### src/rtl/msg_sequencer_if.sv
// Bus between msg_sequencer and its ROM / UART neighbours.
//   rom_addr  : ROM read address {slot, offset}, driven by the sequencer
//   rom_data  : ROM read data, returned ROM_LAT clocks after rom_addr
//   tx_data   : byte presented to the UART transmitter (registered)
//   tx_start  : UART start request (registered)
//   uart_busy : UART transmitter busy
// master = sequencer side, slave = ROM/UART side.
interface msg_sequencer_if #(
  parameter int ADDR_W = 6
);
  logic [ADDR_W-1:0] rom_addr;
  logic [7:0]        rom_data;
  logic [7:0]        tx_data;
  logic              tx_start;
  logic              uart_busy;

  modport master (
    output rom_addr, tx_data, tx_start,
    input  rom_data, uart_busy
  );

  modport slave (
    input  rom_addr, tx_data, tx_start,
    output rom_data, uart_busy
  );
endinterface

### src/rtl/msg_sequencer.sv
// ROM-to-UART message sequencer.
// On an accepted restart it selects one of 2**SEL_W message slots in a
// synchronous ROM and walks it byte by byte, handing each byte to the UART
// with a start/busy handshake. It stops at the TERM byte or at the last
// byte of the slot (the latter raises the sticky overflow flag).
//
// Optional feature macro: CRLF_EN. When defined, every message end (including
// overflow) is followed by CR (8'h0D) and LF (8'h0A) through the same
// handshake before returning to IDLE. When undefined those states and their
// logic are not built.
//
// Ports:
//   clk_i       system clock
//   rst_i       synchronous reset, active high
//   restart_i   start request, honoured only in IDLE
//   msg_sel_i   slot index, captured with an accepted restart
//   busy_o      high in every state except IDLE
//   done_o      one-clock pulse on the transition back into IDLE
//   overflow_o  sticky: slot ended without terminator; cleared by restart
//   bus         msg_sequencer_if.master (ROM address/data, UART handshake)
module msg_sequencer #(
  parameter int         SEL_W   = 2,
  parameter int         SLOT_W  = 4,
  parameter int         ROM_LAT = 1,
  parameter logic [7:0] TERM    = 8'h00
) (
  input  logic             clk_i,
  input  logic             rst_i,
  input  logic             restart_i,
  input  logic [SEL_W-1:0] msg_sel_i,
  output logic             busy_o,
  output logic             done_o,
  output logic             overflow_o,
  msg_sequencer_if.master  bus
);

  localparam int ADDR_W = SEL_W + SLOT_W;
  localparam logic [SLOT_W-1:0] OFS_LAST = '1;
  // FETCH lasts ROM_LAT clocks; the counter runs 0..ROM_LAT-1.
  localparam logic [1:0] LAT_LAST = 2'(ROM_LAT - 1);

  typedef enum logic [2:0] {
    S_IDLE     = 3'd0,
    S_FETCH    = 3'd1,
    S_CHECK    = 3'd2,
    S_START_TX = 3'd3,
    S_TX       = 3'd4,
    S_NEXT     = 3'd5
`ifdef CRLF_EN
    ,
    S_CR       = 3'd6,
    S_LF       = 3'd7
`endif
  } state_t;

  state_t            state_q, state_d;
  logic [SEL_W-1:0]  slot_q, slot_d;
  logic [SLOT_W-1:0] offset_q, offset_d;
  logic [1:0]        cnt_q, cnt_d;
  logic [7:0]        tx_data_q, tx_data_d;
  logic              tx_start_q, tx_start_d;
  logic              done_q, done_d;
  logic              overflow_q, overflow_d;
  state_t            end_state;

`ifdef CRLF_EN
  // Which byte the shared START_TX/TX handshake is carrying, so TX knows
  // where to go once the UART is free again.
  typedef enum logic [1:0] {
    P_DATA = 2'd0,
    P_CR   = 2'd1,
    P_LF   = 2'd2
  } phase_t;

  phase_t phase_q, phase_d;

  assign end_state = S_CR;
`else
  assign end_state = S_IDLE;
`endif

  // State and datapath registers
  always_ff @(posedge clk_i) begin
    if (rst_i) begin
      state_q    <= S_IDLE;
      slot_q     <= '0;
      offset_q   <= '0;
      cnt_q      <= '0;
      tx_data_q  <= '0;
      tx_start_q <= 1'b0;
      done_q     <= 1'b0;
      overflow_q <= 1'b0;
`ifdef CRLF_EN
      phase_q    <= P_DATA;
`endif
    end else begin
      state_q    <= state_d;
      slot_q     <= slot_d;
      offset_q   <= offset_d;
      cnt_q      <= cnt_d;
      tx_data_q  <= tx_data_d;
      tx_start_q <= tx_start_d;
      done_q     <= done_d;
      overflow_q <= overflow_d;
`ifdef CRLF_EN
      phase_q    <= phase_d;
`endif
    end
  end

  // Next-state logic
  always_comb begin
    state_d = state_q;
    case (state_q)
      S_IDLE:     if (restart_i) state_d = S_FETCH;
      S_FETCH:    if (cnt_q == LAT_LAST) state_d = S_CHECK;
      S_CHECK:    state_d = (bus.rom_data == TERM) ? end_state : S_START_TX;
      // Leave only once our own start has been acknowledged by busy.
      S_START_TX: if (tx_start_q && bus.uart_busy) state_d = S_TX;
      S_TX: begin
        if (!bus.uart_busy) begin
`ifdef CRLF_EN
          case (phase_q)
            P_CR:    state_d = S_LF;
            P_LF:    state_d = S_IDLE;
            default: state_d = S_NEXT;
          endcase
`else
          state_d = S_NEXT;
`endif
        end
      end
      S_NEXT:     state_d = (offset_q == OFS_LAST) ? end_state : S_FETCH;
`ifdef CRLF_EN
      S_CR:       state_d = S_START_TX;
      S_LF:       state_d = S_START_TX;
`endif
      default:    state_d = S_IDLE;
    endcase
  end

  // Output and datapath logic
  always_comb begin
    slot_d     = slot_q;
    offset_d   = offset_q;
    cnt_d      = '0;
    tx_data_d  = tx_data_q;
    tx_start_d = tx_start_q;
    overflow_d = overflow_q;
`ifdef CRLF_EN
    phase_d    = phase_q;
`endif
    case (state_q)
      S_IDLE: begin
        if (restart_i) begin
          slot_d     = msg_sel_i;
          offset_d   = '0;
          overflow_d = 1'b0;
`ifdef CRLF_EN
          phase_d    = P_DATA;
`endif
        end
      end
      S_FETCH: cnt_d = cnt_q + 2'd1;
      S_CHECK: if (bus.rom_data != TERM) tx_data_d = bus.rom_data;
      S_START_TX: begin
        // A UART that is already busy on entry must drop first; start is
        // raised only while it is idle and withdrawn once it goes busy.
        if (!tx_start_q) tx_start_d = !bus.uart_busy;
        else if (bus.uart_busy) tx_start_d = 1'b0;
      end
      S_NEXT: begin
        // The offset stops at the last byte of the slot instead of wrapping.
        if (offset_q == OFS_LAST) overflow_d = 1'b1;
        else offset_d = offset_q + 1'b1;
      end
`ifdef CRLF_EN
      S_CR: begin
        tx_data_d = 8'h0D;
        phase_d   = P_CR;
      end
      S_LF: begin
        tx_data_d = 8'h0A;
        phase_d   = P_LF;
      end
`endif
      default: ;
    endcase
    done_d = (state_d == S_IDLE) && (state_q != S_IDLE);
  end

  assign bus.rom_addr = {slot_q, offset_q};
  assign bus.tx_data  = tx_data_q;
  assign bus.tx_start = tx_start_q;
  assign busy_o       = (state_q != S_IDLE);
  assign done_o       = done_q;
  assign overflow_o   = overflow_q;

endmodule
### src/flat_wrapper.sv
// flat-port wrapper written by rule: the top's interface ports become plain ports
module msg_sequencer_flat 
#(
  parameter int         SEL_W   = 2,
  parameter int         SLOT_W  = 4,
  parameter int         ROM_LAT = 1,
  parameter logic [7:0] TERM    = 8'h00
)
  (clk_i, rst_i, restart_i, msg_sel_i, busy_o, done_o, overflow_o, bus_rom_addr, bus_tx_data, bus_tx_start, bus_rom_data, bus_uart_busy);
  msg_sequencer_if bus_i ();
  input  logic clk_i;
  input  logic rst_i;
  input  logic restart_i;
  input  logic [SEL_W-1:0] msg_sel_i;
  output logic busy_o;
  output logic done_o;
  output logic overflow_o;
  output wire logic [$bits(bus_i.rom_addr)-1:0] bus_rom_addr;
  output wire logic [$bits(bus_i.tx_data)-1:0] bus_tx_data;
  output wire logic [$bits(bus_i.tx_start)-1:0] bus_tx_start;
  input wire logic [$bits(bus_i.rom_data)-1:0] bus_rom_data;
  input wire logic [$bits(bus_i.uart_busy)-1:0] bus_uart_busy;
  assign bus_rom_addr = bus_i.rom_addr;
  assign bus_tx_data = bus_i.tx_data;
  assign bus_tx_start = bus_i.tx_start;
  assign bus_i.rom_data = bus_rom_data;
  assign bus_i.uart_busy = bus_uart_busy;
  msg_sequencer #(.SEL_W(SEL_W), .SLOT_W(SLOT_W), .ROM_LAT(ROM_LAT), .TERM(TERM)) u_core (.clk_i(clk_i), .rst_i(rst_i), .restart_i(restart_i), .msg_sel_i(msg_sel_i), .busy_o(busy_o), .done_o(done_o), .overflow_o(overflow_o), .bus(bus_i));
endmodule
### config.mk
export PLATFORM = sky130hd
export DESIGN_NAME = msg_sequencer_flat
export DESIGN_NICKNAME = d
export VERILOG_FILES = /design/src/rtl/msg_sequencer_if.sv /design/src/rtl/msg_sequencer.sv /design/src/flat_wrapper.sv
export SDC_FILE = /design/constraint.sdc
export NUM_CORES = 1
export LEC_CHECK = 0
export CORE_MARGIN = 8
export CORE_UTILIZATION = 47
export CTS_CLUSTER_DIAMETER = 200
export DETAILED_ROUTE_END_ITERATION = 8
export PLACE_DENSITY = 0.81
export SLEW_MARGIN = 20
export SYNTH_ARGS = -nofsm -noshare
export SYNTH_HDL_FRONTEND = slang
export SYNTH_SLANG_ARGS = --single-unit
### constraint.sdc
create_clock -name clk_i -period 4.94 [get_ports clk_i]
set_input_delay 1.482 -clock clk_i [delete_from_list [all_inputs] [get_ports clk_i]]
set_output_delay 1.482 -clock clk_i [all_outputs]
set_load 0.1 [all_outputs]
==> flow_summary.ini <==
[run_status]
status = complete, no violations

[sta]
finalSetupViolCount = 0
fin_tns_setup_ns = 0
clock-skew-final_ns = 0.00839
tightest_slew_ns = 0.996
fmax_mhz = 265
rsz0062_at_grt = no
maxSlewViolCount = 0
period_needed_ns = 3.77
fin_crit_sh = 0.763
finalHoldViolations = 0
maxSlewHeadroom = 0.334
setup_ws_ns = 1.17

[detailed_routing]
wire_per_inst_um = 14.0
postRouteAntennaNets = 0
drt_iter0_drc = 6
drc_errors = 0
viasPerCell = 5.33
vias = 853
wl_um = 2240
drtPass1Iterations = 2

[final_layout]
fin_cells = 160
regArea_um2 = 440
mostFrequentLayoutCell = clkdlybuf4s50_1
syn_to_final_growth_pct = 38.2
finish.instance_area_um2 = 1350
drive_gt1_frac = 0.0827
num-fill-cells = 175
antenna_cells = 0
multi_input_area_um2 = 493
final_cell_mix = 31 x clkdlybuf4s50_1, 22 x dfxtp_1, 17 x nor2_1
nets = 150

[setup_path]
crit_path_top_delay_cell = clkdlybuf4s50_1
critPathMaxFanout = 13
path_class = register to primary output
critPathTopFamily = buffers and inverters
crit_chain = inv_1 > nand2_1 > clkdlybuf4s50_1
cp.required_ns = 3.46
worstSetupPathDepth = 3
cp-start-kind = register
slowest_delay_ns = 1.13
regToRegStartpoint = u_core.state_q[0]$_SDFF_PP0_
cp_num_buf_inv = 2
reg2reg_depth = 4
end_kind = primary output
crit_arrival_ns = 2.29
crit_start = u_core.state_q[0]$_SDFF_PP0_

[cts]
post_cts_buffers = 0
numCtsBuffers = 3
cts_resized = 0
insertion_delay_ns = 0.31
clkTransAtPathRegs_ns = 0.13
cts_root_buf = clkbuf_4
cts_max_level = 1
clock_sinks = 22
cts_tree = done
cts-hold-fix-buffers = 0
cts_buffer_depth = 2

[logic_synthesis]
synthCells = 102
yosys.area.top_type = dfxtp_1
synth_cell_type_count = 32
yosysWarnings = 0
synth-seq-cells = 22
synth_nets = 118
syn_avg_cell_area_um2 = 9.57
ys_seq_area_frac = 0.451
syn_area_um2 = 976
synth_top_area_frac = 0.451
synthTopCellsByArea = dfxtp_1 45%, mux2i_1 10%, nor2_1 6.5%, a21oi_1 3.6%, ha_1 2.6%

[pwr]
combPwrFrac = 0.299
total_power_mw = 0.481
clockPowerShare = 0.288
ir_drop_mv = 0.305
switchingPower_mw = 0.166
power_density_nw_per_um2 = 356
p_leak_nw = 0.484
cell_internal_pwr_mw = 0.315
p_sw_frac = 0.346
power_frac_seq = 0.413

[global_route]
grt_pass1_vias = 864
grt.overflow.total = 0
grt_max_degree = 20
grt_pass1_wl_um = 3780
grt_antenna_before_repair = 0
grt_use_total = 0.135

[job]
cap_violations = 0

[hold_path]
min_from = u_core.cnt_q[0]$_SDFF_PP0_
min_path_cells = 1
hold_path_class = register to register

[floorplanning]
ios = 32
start_util = 0.497
rows = 16
fp.coreArea_um2 = 1960
dieArea_um2 = 3790
die_width_um = 61.6
die_h_um = 61.6

[placed_design]
post_dp_cell_area_um2 = 1300
dp_cells = 156
post-place-ws_ns = 1.52
place_hpwl_um = 1730
place.gp.congestion = 0.780
port_buffers = 31
-- area by class of cell --
type / count / area share
repair buffers: 31 / 0.230
well taps: 27 / 0.0250
clock buffers: 3 / 0.0167
flip-flops and latches: 22 / 0.327
inverters: 5 / 0.0139
multi-input cells: 71 / 0.365
clock inverters: 1 / 0.0223
-- flip-flops by register name (all words and copies together) (netlist names) --
name / cells
u_core.bus.tx_start: 1
u_core.done_o: 1
u_core.cnt_q: 2
u_core.offset_q: 4
u_core.overflow_o: 1
u_core.bus.tx_data: 8
u_core.slot_q: 2
u_core.state_q: 3
-- cell usage after synthesis (all sizes together) --
cell type / count
nand2b: 1
inv: 5
nor4b: 1
or3: 2
a211oi: 1
ha: 2
nor4: 3
a311oi: 1
nand4: 1
a31oi: 1
and3: 1
xor2: 1
nor2: 17
a41oi: 1
nand3: 4
o21ai: 3
buf: 2
or2: 1
o211ai: 1
and3b: 1
a311o: 1
a21oi: 8
dfxtp: 22
clkbuf: 2
nor3: 1
mux2i: 10
nor3b: 3
nand2: 5
-- stage by stage --
stage          hold WS (ns)   util
4_1_cts               0.431  0.688
2_1_floorplan         0.399      -
3_3_place_gp          0.407  0.661
5_1_grt               0.458  0.688
3_5_place_dp          0.413  0.661
6_report              0.426  0.688
-- metal layers --
layer	global-route usage	share of wire	wire length, um	vias up
li1	-	-	-	427
met1	0.130	0.39	871	395
met2	0.226	0.47	1040	26
met3	0.0877	0.13	293	5
met4	0.0519	0.013	28	0
met5	0	0	0	-
-- kinds of logic (layout without fill, tap and decap cells) --
family,count (synthesis),after routing,synth area share
simple gates,41,41,0.236
xor+xnor,1,1,0.00898
mux,10,10,0.103
compound gates,17,17,0.132
fa+ha+maj,2,2,0.0256
flops,22,22,0.451
buf+inv,9,40,0.0436
-- path summary, 6_finish.rpt --
check                                         end  slack [ns]
setup / recovery                           busy_o        1.17
hold / removal         u_core.cnt_q[0]$_SDFF_PP0_        0.43
setup reg to reg  u_core.offset_q[3]$_SDFFE_PP0P_        3.25
hold reg to reg        u_core.cnt_q[0]$_SDFF_PP0_        0.43
-- power by group through the flow --
| stage | clock network, mW | registers, mW | logic (mW) |
|---|---|---|---|
| 2_1_floorplan | 0 | 0.248 | 0.0610 |
| 3_3_place_gp | 0 | 0.201 | 0.142 |
| 3_5_place_dp | 0 | 0.203 | 0.144 |
| 4_1_cts | 0.141 | 0.199 | 0.145 |
| 5_1_grt | 0.148 | 0.201 | 0.153 |
| 6_report | 0.138 | 0.199 | 0.144 |
No activity file was read; power rests on OpenSTA's default activity.
